[src/rtl/mem_stage_if.sv]
// Data-memory request bus between the memory stage (master) and the data memory (slave).
// The request fields are qualified by dm_req; completion is signalled by dm_ack.
interface mem_stage_if;
    logic        dm_req;
    logic        dm_we;
    logic [31:0] dm_addr;
    logic [31:0] dm_wdata;
    logic [31:0] dm_rdata;
    logic        dm_ack;

    modport master (
        output dm_req,
        output dm_we,
        output dm_addr,
        output dm_wdata,
        input  dm_rdata,
        input  dm_ack
    );

    modport slave (
        input  dm_req,
        input  dm_we,
        input  dm_addr,
        input  dm_wdata,
        output dm_rdata,
        output dm_ack
    );
endinterface

[src/rtl/mem_stage.sv]
// Pipeline memory stage: runs loads/stores against data memory with a bounded wait,
// passes ALU-only ops through in one cycle and resolves branches into a redirect pulse.
module mem_stage (
    input  logic         clk,
    input  logic         rst,
    // Ex stage
    input  logic         ex_valid,
    input  logic         MEMWR_Ex,
    input  logic         MEM2REG_Ex,
    input  logic         REGWR_Ex,
    input  logic         BRANCH_Ex,
    input  logic         BRANCHNE_Ex,
    input  logic         zero,
    input  logic         overflow,
    input  logic [31:0]  ALUout,
    input  logic [31:0]  tran_addr,
    input  logic [4:0]   regwr,
    input  logic [31:0]  reg_data,
    // Data memory
    mem_stage_if.master  dm,
    // Front end
    output logic         pc_redirect,
    output logic [31:0]  redirect_pc,
    output logic         stall,
    // Mem/WB
    output logic         wb_valid,
    output logic         MEM2REG_Mem,
    output logic         REGWR_Mem,
    output logic [4:0]   regwr_Mem,
    output logic [31:0]  ALUout_Mem,
    output logic [31:0]  mem_data,
    output logic         mem_err
);

    typedef enum logic [0:0] {
        S_IDLE   = 1'b0,
        S_ACCESS = 1'b1
    } state_t;

    // Last ACCESS cycle index before the wait counter would reach its limit of 15.
    localparam logic [3:0] TIMEOUT_LAST = 4'd14;

    state_t      r_state;
    state_t      w_state_nxt;
    logic [3:0]  r_cnt;
    logic        r_is_load;

    logic        r_dm_req;
    logic        r_dm_we;
    logic [31:0] r_dm_addr;
    logic [31:0] r_dm_wdata;

    logic        r_wb_valid;
    logic        r_mem_err;
    logic        r_mem2reg;
    logic        r_regwr_en;
    logic [4:0]  r_regwr;
    logic [31:0] r_aluout;
    logic [31:0] r_mem_data;
    logic        r_pc_redirect;
    logic [31:0] r_redirect_pc;

    logic        w_accept;
    logic        w_is_mem;
    logic        w_is_store;
    logic        w_is_load;
    logic        w_misaligned;
    logic        w_taken;
    logic        w_alu_done;
    logic        w_misalign_done;
    logic        w_start;
    logic        w_ack_done;
    logic        w_timeout;
    logic        w_stall;

    // Store wins when both memory controls are set.
    function automatic logic f_is_load(input logic memwr, input logic mem2reg);
        return mem2reg & ~memwr;
    endfunction

    // Ex is only sampled in IDLE; during ACCESS it is held and ignored.
    assign w_accept        = ex_valid & (r_state == S_IDLE);
    assign w_is_store      = MEMWR_Ex;
    assign w_is_load       = f_is_load(MEMWR_Ex, MEM2REG_Ex);
    assign w_is_mem        = MEMWR_Ex | MEM2REG_Ex;
    assign w_misaligned    = (ALUout[1:0] != 2'b00);
    assign w_taken         = (BRANCH_Ex & zero) | (BRANCHNE_Ex & ~zero);
    assign w_alu_done      = w_accept & ~w_is_mem;
    assign w_misalign_done = w_accept & w_is_mem & w_misaligned;

    // State register.
    always_ff @(posedge clk or posedge rst) begin
        if (rst) begin
            r_state <= S_IDLE;
        end else begin
            r_state <= w_state_nxt;
        end
    end

    // Next-state, stall and access start/finish strobes.
    always_comb begin
        w_state_nxt = r_state;
        w_stall     = 1'b0;
        w_start     = 1'b0;
        w_ack_done  = 1'b0;
        w_timeout   = 1'b0;
        case (r_state)
            S_IDLE: begin
                if (w_accept && w_is_mem && !w_misaligned) begin
                    w_state_nxt = S_ACCESS;
                    w_stall     = 1'b1;
                    w_start     = 1'b1;
                end else begin
                    w_state_nxt = S_IDLE;
                end
            end
            S_ACCESS: begin
                w_stall = 1'b1;
                if (dm.dm_ack) begin
                    w_ack_done  = 1'b1;
                    w_state_nxt = S_IDLE;
                end else if (r_cnt == TIMEOUT_LAST) begin
                    w_timeout   = 1'b1;
                    w_state_nxt = S_IDLE;
                end else begin
                    w_state_nxt = S_ACCESS;
                end
            end
            default: begin
                w_state_nxt = S_IDLE;
            end
        endcase
    end

    // Wait counter: counts ACCESS cycles that end without an acknowledge.
    always_ff @(posedge clk or posedge rst) begin
        if (rst) begin
            r_cnt <= 4'd0;
        end else if (w_start) begin
            r_cnt <= 4'd0;
        end else if ((r_state == S_ACCESS) && !dm.dm_ack) begin
            r_cnt <= r_cnt + 4'd1;
        end else begin
            r_cnt <= r_cnt;
        end
    end

    // Memory request: fields latched on entry and held for the whole access.
    always_ff @(posedge clk or posedge rst) begin
        if (rst) begin
            r_dm_req   <= 1'b0;
            r_dm_we    <= 1'b0;
            r_dm_addr  <= 32'd0;
            r_dm_wdata <= 32'd0;
            r_is_load  <= 1'b0;
        end else if (w_start) begin
            r_dm_req   <= 1'b1;
            r_dm_we    <= w_is_store;
            r_dm_addr  <= ALUout;
            r_dm_wdata <= reg_data;
            r_is_load  <= w_is_load;
        end else if (w_ack_done || w_timeout) begin
            r_dm_req   <= 1'b0;
        end else begin
            r_dm_req   <= r_dm_req;
        end
    end

    // Writeback payload and completion pulses.
    always_ff @(posedge clk or posedge rst) begin
        if (rst) begin
            r_wb_valid <= 1'b0;
            r_mem_err  <= 1'b0;
            r_mem2reg  <= 1'b0;
            r_regwr_en <= 1'b0;
            r_regwr    <= 5'd0;
            r_aluout   <= 32'd0;
            r_mem_data <= 32'd0;
        end else begin
            r_wb_valid <= w_alu_done | w_misalign_done | w_ack_done | w_timeout;
            r_mem_err  <= w_misalign_done | w_timeout;
            if (w_accept) begin
                r_aluout   <= ALUout;
                r_regwr    <= regwr;
                r_mem2reg  <= w_is_load;
                r_regwr_en <= REGWR_Ex & ~overflow & ~w_is_store & ~(w_is_mem & w_misaligned);
            end else if (w_timeout) begin
                r_regwr_en <= 1'b0;
            end else begin
                r_regwr_en <= r_regwr_en;
            end
            if (w_ack_done && r_is_load) begin
                r_mem_data <= dm.dm_rdata;
            end else begin
                r_mem_data <= r_mem_data;
            end
        end
    end

    // Branch resolution; memory ops never redirect.
    always_ff @(posedge clk or posedge rst) begin
        if (rst) begin
            r_pc_redirect <= 1'b0;
            r_redirect_pc <= 32'd0;
        end else begin
            r_pc_redirect <= w_alu_done & w_taken;
            if (w_alu_done && w_taken) begin
                r_redirect_pc <= tran_addr;
            end else begin
                r_redirect_pc <= r_redirect_pc;
            end
        end
    end

    assign dm.dm_req    = r_dm_req;
    assign dm.dm_we     = r_dm_we;
    assign dm.dm_addr   = r_dm_addr;
    assign dm.dm_wdata  = r_dm_wdata;

    assign stall        = w_stall;
    assign pc_redirect  = r_pc_redirect;
    assign redirect_pc  = r_redirect_pc;
    assign wb_valid     = r_wb_valid;
    assign mem_err      = r_mem_err;
    assign MEM2REG_Mem  = r_mem2reg;
    assign REGWR_Mem    = r_regwr_en;
    assign regwr_Mem    = r_regwr;
    assign ALUout_Mem   = r_aluout;
    assign mem_data     = r_mem_data;

endmodule

[src/flat_wrapper.sv]
// flat-port wrapper written by rule: the top's interface ports become plain ports
module mem_stage_flat 
  (clk, rst, ex_valid, MEMWR_Ex, MEM2REG_Ex, REGWR_Ex, BRANCH_Ex, BRANCHNE_Ex, zero, overflow, ALUout, tran_addr, regwr, reg_data, pc_redirect, redirect_pc, stall, wb_valid, MEM2REG_Mem, REGWR_Mem, regwr_Mem, ALUout_Mem, mem_data, mem_err, dm_dm_req, dm_dm_we, dm_dm_addr, dm_dm_wdata, dm_dm_rdata, dm_dm_ack);
  mem_stage_if dm_i ();
  input  logic clk;
  input  logic rst;
  input  logic ex_valid;
  input  logic MEMWR_Ex;
  input  logic MEM2REG_Ex;
  input  logic REGWR_Ex;
  input  logic BRANCH_Ex;
  input  logic BRANCHNE_Ex;
  input  logic zero;
  input  logic overflow;
  input  logic [31:0] ALUout;
  input  logic [31:0] tran_addr;
  input  logic [4:0] regwr;
  input  logic [31:0] reg_data;
  output logic pc_redirect;
  output logic [31:0] redirect_pc;
  output logic stall;
  output logic wb_valid;
  output logic MEM2REG_Mem;
  output logic REGWR_Mem;
  output logic [4:0] regwr_Mem;
  output logic [31:0] ALUout_Mem;
  output logic [31:0] mem_data;
  output logic mem_err;
  output wire logic [$bits(dm_i.dm_req)-1:0] dm_dm_req;
  output wire logic [$bits(dm_i.dm_we)-1:0] dm_dm_we;
  output wire logic [$bits(dm_i.dm_addr)-1:0] dm_dm_addr;
  output wire logic [$bits(dm_i.dm_wdata)-1:0] dm_dm_wdata;
  input wire logic [$bits(dm_i.dm_rdata)-1:0] dm_dm_rdata;
  input wire logic [$bits(dm_i.dm_ack)-1:0] dm_dm_ack;
  assign dm_dm_req = dm_i.dm_req;
  assign dm_dm_we = dm_i.dm_we;
  assign dm_dm_addr = dm_i.dm_addr;
  assign dm_dm_wdata = dm_i.dm_wdata;
  assign dm_i.dm_rdata = dm_dm_rdata;
  assign dm_i.dm_ack = dm_dm_ack;
  mem_stage u_core (.clk(clk), .rst(rst), .ex_valid(ex_valid), .MEMWR_Ex(MEMWR_Ex), .MEM2REG_Ex(MEM2REG_Ex), .REGWR_Ex(REGWR_Ex), .BRANCH_Ex(BRANCH_Ex), .BRANCHNE_Ex(BRANCHNE_Ex), .zero(zero), .overflow(overflow), .ALUout(ALUout), .tran_addr(tran_addr), .regwr(regwr), .reg_data(reg_data), .dm(dm_i), .pc_redirect(pc_redirect), .redirect_pc(redirect_pc), .stall(stall), .wb_valid(wb_valid), .MEM2REG_Mem(MEM2REG_Mem), .REGWR_Mem(REGWR_Mem), .regwr_Mem(regwr_Mem), .ALUout_Mem(ALUout_Mem), .mem_data(mem_data), .mem_err(mem_err));
endmodule
[config.mk]
export PLATFORM = sky130hd
export DESIGN_NAME = mem_stage_flat
export DESIGN_NICKNAME = d
export VERILOG_FILES = /design/src/rtl/mem_stage_if.sv /design/src/rtl/mem_stage.sv /design/src/flat_wrapper.sv
export SDC_FILE = /design/constraint.sdc
export NUM_CORES = 1
export LEC_CHECK = 0
export ABC_AREA = 1
export BUFFER_PORTS_ARGS = -buffer_cell sky130_fd_sc_hd__buf_2
export CAP_MARGIN = 20
export CORE_ASPECT_RATIO = 0.5
export CORE_MARGIN = 8
export CORE_UTILIZATION = 42
export CTS_CLUSTER_DIAMETER = 60
export DETAILED_ROUTE_END_ITERATION = 16
export HOLD_SLACK_MARGIN = 0.1
export PLACE_DENSITY_LB_ADDON = 0.1
export SYNTH_ARGS = -nofsm -noshare
export SYNTH_HDL_FRONTEND = slang
export SYNTH_SLANG_ARGS = --single-unit
[constraint.sdc]
create_clock -name clk -period 5.4 [get_ports clk]
set_clock_uncertainty 0.15 [all_clocks]
set_input_delay 0.27 -clock clk [delete_from_list [all_inputs] [get_ports clk]]
set_output_delay 0.27 -clock clk [all_outputs]
set_load 0.05 [all_outputs]
== Word-level counts from Yosys, hierarchy flattened ==
Index checks and enable logic that the tools add are counted.
Storage, ports and cells
  bits in registers: 178
  input bits: 144
  output and inout port bits: 173
  word-level logic and storage cells: 71
Operators by class
  add/subtract/negate cells: 1
  equal/unequal tests: 1
  muxes and demuxes: 17
  bitwise operators: 24
  reductions and logical operators: 12
Operators by type and width (count)
  $mux W1: 13
  $and A1 B1 Y1: 12
  $mux W4: 2
  $reduce_bool A2 Y1: 4
  $not A1 Y1: 6
  $or A1 B1 Y1: 6
  $logic_and A1 B1 Y1: 5
  $add A4 B1 Y4 const B: 1
  $eq A4 B4 Y1 const B: 1
  $pmux W1 S2: 2
  $logic_not A1 Y1: 2
  $logic_or A1 B1 Y1: 1

== Longest topological paths before layout ==
  word-level depth: 7
  gate-level depth with buffers: 8
  mapped depth without buffers: 7

== Worst setup path before layout ==
OpenSTA, ideal clock, no wires.
  path type: reg-to-output
  start point: register u_core.r_state
  end point: output port stall
  arrival time: 1.381 ns
  data required time: 4.980 ns
  path slack: 3.599 ns
  stages on the path, launching flop included: 8
  path buffers: 2
  path through: dfrtp_1 -> inv_2 -> nand2_4 -> nor2_4 -> nand2_4 -> buf_6 -> buf_2 -> nand2_1
Between the ends
  cells in the longest elaborated chain, start to end: 6
RTL lines
  start: declaration: line mem_stage.sv:43  | state_t r_state;
  start signal: assignment: line mem_stage.sv:96  | r_state <= w_state_nxt;
  $not A1 Y1: line mem_stage.sv:82, mem_stage.sv:107
  $and A1 B1 Y1: line mem_stage.sv:82  | assign w_accept = ex_valid & (r_state == S_IDLE);
  $logic_and A1 B1 Y1 (2 in a row): line mem_stage.sv:109  | if (w_accept && w_is_mem && !w_misaligned) begin
  $mux W1: line mem_stage.sv:109
  $pmux W1 S2 (*): line mem_stage.sv:107  | case (r_state)
  end: declaration: line flat_wrapper.sv:21  | output logic stall;
Every way passes the cells marked *; elsewhere a longest branch is shown, timed or not.

== Worst setup path after layout ==
Same ends and word-level chain as after synthesis.

==> run_results.csv <==
group,metric,value,unit
floorplanning,dieArea,0.0208,mm2
cts,numCtsBuffers,17,
drt,routed.top_layer,"met4",
placement,dpl.cell_count,1239,
sta,worstMarginPinSlew,0.692,ns
final_layout,final_cells,1413,
setup_path,r2r_slack,2.32,ns
synthesis,ys_seq_area_share,65.5,%
drt,dr_wl_met2,9.83,mm
global_route,antenna_found_initial,1,
power,p_per_area,474,mW/mm2
drt,vias,6300,
placement,dp_hpwl,15.0,mm
sta,fmax,308,MHz
setup_path,arrival,2.83,ns
hold_path,worstHoldPathType,"in2reg",
synthesis,synth_top_area_share,65.5,%
global_route,grt_usage,21.4,%
sta,timing.final.crit_share,60.2,%
drt,drt_first_pass_iters,5,
synthesis,synth-seq-cells,178,
drt,wl_per_cell,15.7,um
outcome,status,"finished, final reports clean",
sta,slew_violations,0,
job,cap_viol_max_count,0,
power,power,4.98,mW
synthesis,avgSynthCellArea,9.16,um2
synthesis,syn_area,0.00680,mm2
synthesis,syn-num-nets,888,
final_layout,fin_util,65.3,%
floorplanning,core,0.0161,mm2
sta,setup_ws,2.15,ns
setup_path,rr_startpoint,"u_core.r_state$_DFF_PP0_",
cts,clockBufferDepth,2,
sta,finalSetupTns,0,ns
floorplanning,num_io_pins,317,
synthesis,synth_top_area_cell,"dfrtp_1",
placement,port_buffers,316,
setup_path,critical-path-max-stage-delay,0.51,ns
placement,dp_slack,2.59,ns
synthesis,ys_warn_count,0,
setup_path,regToRegEndpoint,"u_core.REGWR_Mem$_DFFE_PP0P_",
synthesis,yosysUniqueCellTypes,19,
drt,via_per_inst,4.46,
floorplanning,fp.dieW,196,um
sta,post-route-min-period,3.25,ns
global_route,grt_max_degree,80,
cts,cts.reportedPaths.clkPinSlew,0.07,ns
drt,first_iter_violations,308,
setup_path,cp-end-kind,"primary output",
final_layout,finalNetCount,1335,
setup_path,critPathMaxFanout,73,
final_layout,final_common_cell,"nand2_1",
cts,cts_tree,"done",
final_layout,final_cell_mix,"nand2_1, buf_2, dfrtp_1",
placement,placed_cell_area,0.00851,mm2
setup_path,crit_buf_inv,3,
setup_path,r2r_cells,7,
global_route,grt_pass1_wl,35.9,mm
floorplanning,initial_core_util,42.2,%
global_route,grt_pass1_vias,6650,
sta,relSlewSlack,53.9,%
synthesis,syn_inst,742,
final_layout,syn2layout_area_growth,54.6,%
power,leakage,5.99,nW
drt,drtAntennaViolNets,0,
sta,finalHoldViolCount,0,
setup_path,critPathLaunch,"u_core.r_state$_DFF_PP0_",
final_layout,finalInstanceArea,0.0105,mm2
drt,wirelength,22.2,mm
setup_path,cp_common_cell,"nand2_4",
sta,whs,0.150,ns
setup_path,worst-path-stages,7,
floorplanning,num_rows,33,
power,ir_worst_vdd,365,uV
setup_path,required,4.98,ns
final_layout,drive_above_1_share,30.0,%
sta,rsz0062_at_grt,"false",
drt,drt-met1-wl,9.93,mm
synthesis,netlist_top_cells_area,"dfrtp_1, nand2_1, o21ai_0",
cts,htreeDepth,4,
placement,place.gp.congestion,0.782,
setup_path,worstSetupPathType,"reg2out",
setup_path,critical-path-top-delay-family,"simple AND/OR/NAND/NOR gates",
floorplanning,dieHeight,106,um
cts,root_buffer,"clkbuf_16",
setup_path,cp-start-kind,"register",
cts,clock-sinks,178,
drt,wl_met3,1.90,mm
drt,post-route-drc-count,0,
setup_path,cpMaxStageDelayCell,"buf_4",
cts,clk_latency,0.41,ns
setup_path,endpoint,"stall",
cts,post-cts-setup-buffers,0,
setup_path,cp_cell_sequence,"inv_2, nand2_4, nor2_4, nand2_4, buf_4, nand2_1, buf_2",
global_route,gr-total-overflow,0,
sta,setup_violations,0,
[metal layers]
layer / up-vias / track usage, %
li1: 3151 / -
met1: 2871 / 27.7
met2: 241 / 33.5
met3: 37 / 7.47
met4: 0 / 7.26
met5: - / 0
[kinds of logic (layout without fill, tap and decap cells)]
| logic type | count (synthesis) | after routing | synth area share, % |
|---|---|---|---|
| fa+ha+maj | 2 | 2 | 0.368 |
| xor+xnor | 1 | 1 | 0.129 |
| flops | 178 | 178 | 65.5 |
| buf+inv | 111 | 571 | 6.81 |
| other cells | 0 | 1 | 0 |
| simple gates | 350 | 350 | 19.8 |
| compound gates | 100 | 100 | 7.40 |
[worst reg2reg max path, stage by stage (launching register included)]
cell	delay, ns
dfrtp_1	0.41
inv_2	0.08
nand2_4	0.50
clkinv_1	0.49
nand3_1	0.16
dlygate4sd3_1	0.55
o21ai_0	0.06
dlygate4sd3_1	0.56
[power by group]
group,switching [mW],leakage [nW],internal [mW]
clock,0.570,0.287,0.627
combinational,1.51,3.46,0.448
sequential,0.181,2.24,1.64
total,2.26,5.99,2.72
[final cells by class]
type	instances	area, um2
diodes	1	2.50
clock buffers	18	439
clock inverters	14	138
fillers	1324	5590
inverters	78	298
multi-input cells	453	1890
flip-flops and latches	178	4450
well taps	210	263
repair buffers	461	3030
[worst min path at each step]
stage / from / to / slack (ns) / cells after the start
floorplan: MEMWR_Ex / u_core.MEM2REG_Mem$_DFFE_PP0P_ / 0.22 / 1
global placement: rst / u_core.mem_data[23]$_DFFE_PP0P_ / 0.30 / 2
finish: MEM2REG_Ex / u_core.mem_err$_DFF_PP0_ / 0.15 / 5
CTS: MEM2REG_Ex / u_core.mem_err$_DFF_PP0_ / 0.14 / 5
detailed placement: rst / u_core.mem_data[26]$_DFFE_PP0P_ / 0.29 / 2
global route: MEM2REG_Ex / u_core.mem_err$_DFF_PP0_ / 0.21 / 5
[Yosys cell counts]
| cell type | instances |
|---|---|
| buf_2 | 9 |
| buf_4 | 7 |
| buf_6 | 1 |
| clkbuf_1 | 15 |
| clkbuf_2 | 1 |
| clkinv_1 | 1 |
| dfrtp_1 | 178 |
| ha_1 | 2 |
| inv_1 | 74 |
| inv_2 | 3 |
| nand2_1 | 328 |
| nand2_4 | 2 |
| nand3_1 | 8 |
| nor2_1 | 11 |
| nor2_4 | 1 |
| o21ai_0 | 89 |
| o21ai_1 | 10 |
| o31ai_1 | 1 |
| xor2_1 | 1 |
[registers in the layout, indices dropped and copies added (netlist names)]
name	count
u_core.ALUout_Mem	32
u_core.dm.dm_addr	32
u_core.dm.dm_wdata	32
u_core.mem_data	32
u_core.redirect_pc	32
u_core.regwr_Mem	5
u_core.r_cnt	4
u_core.MEM2REG_Mem	1
u_core.REGWR_Mem	1
u_core.dm.dm_req	1
u_core.dm.dm_we	1
u_core.mem_err	1
u_core.pc_redirect	1
u_core.r_is_load	1
u_core.r_state	1
u_core.wb_valid	1
[what timing repair did]
action                                 4_1_cts  5_1_grt
resized for setup                            0        0
endpoints found under the hold margin      248        0
hold buffers                               140        0
Note: power is estimated with default switching activity, not from simulation.
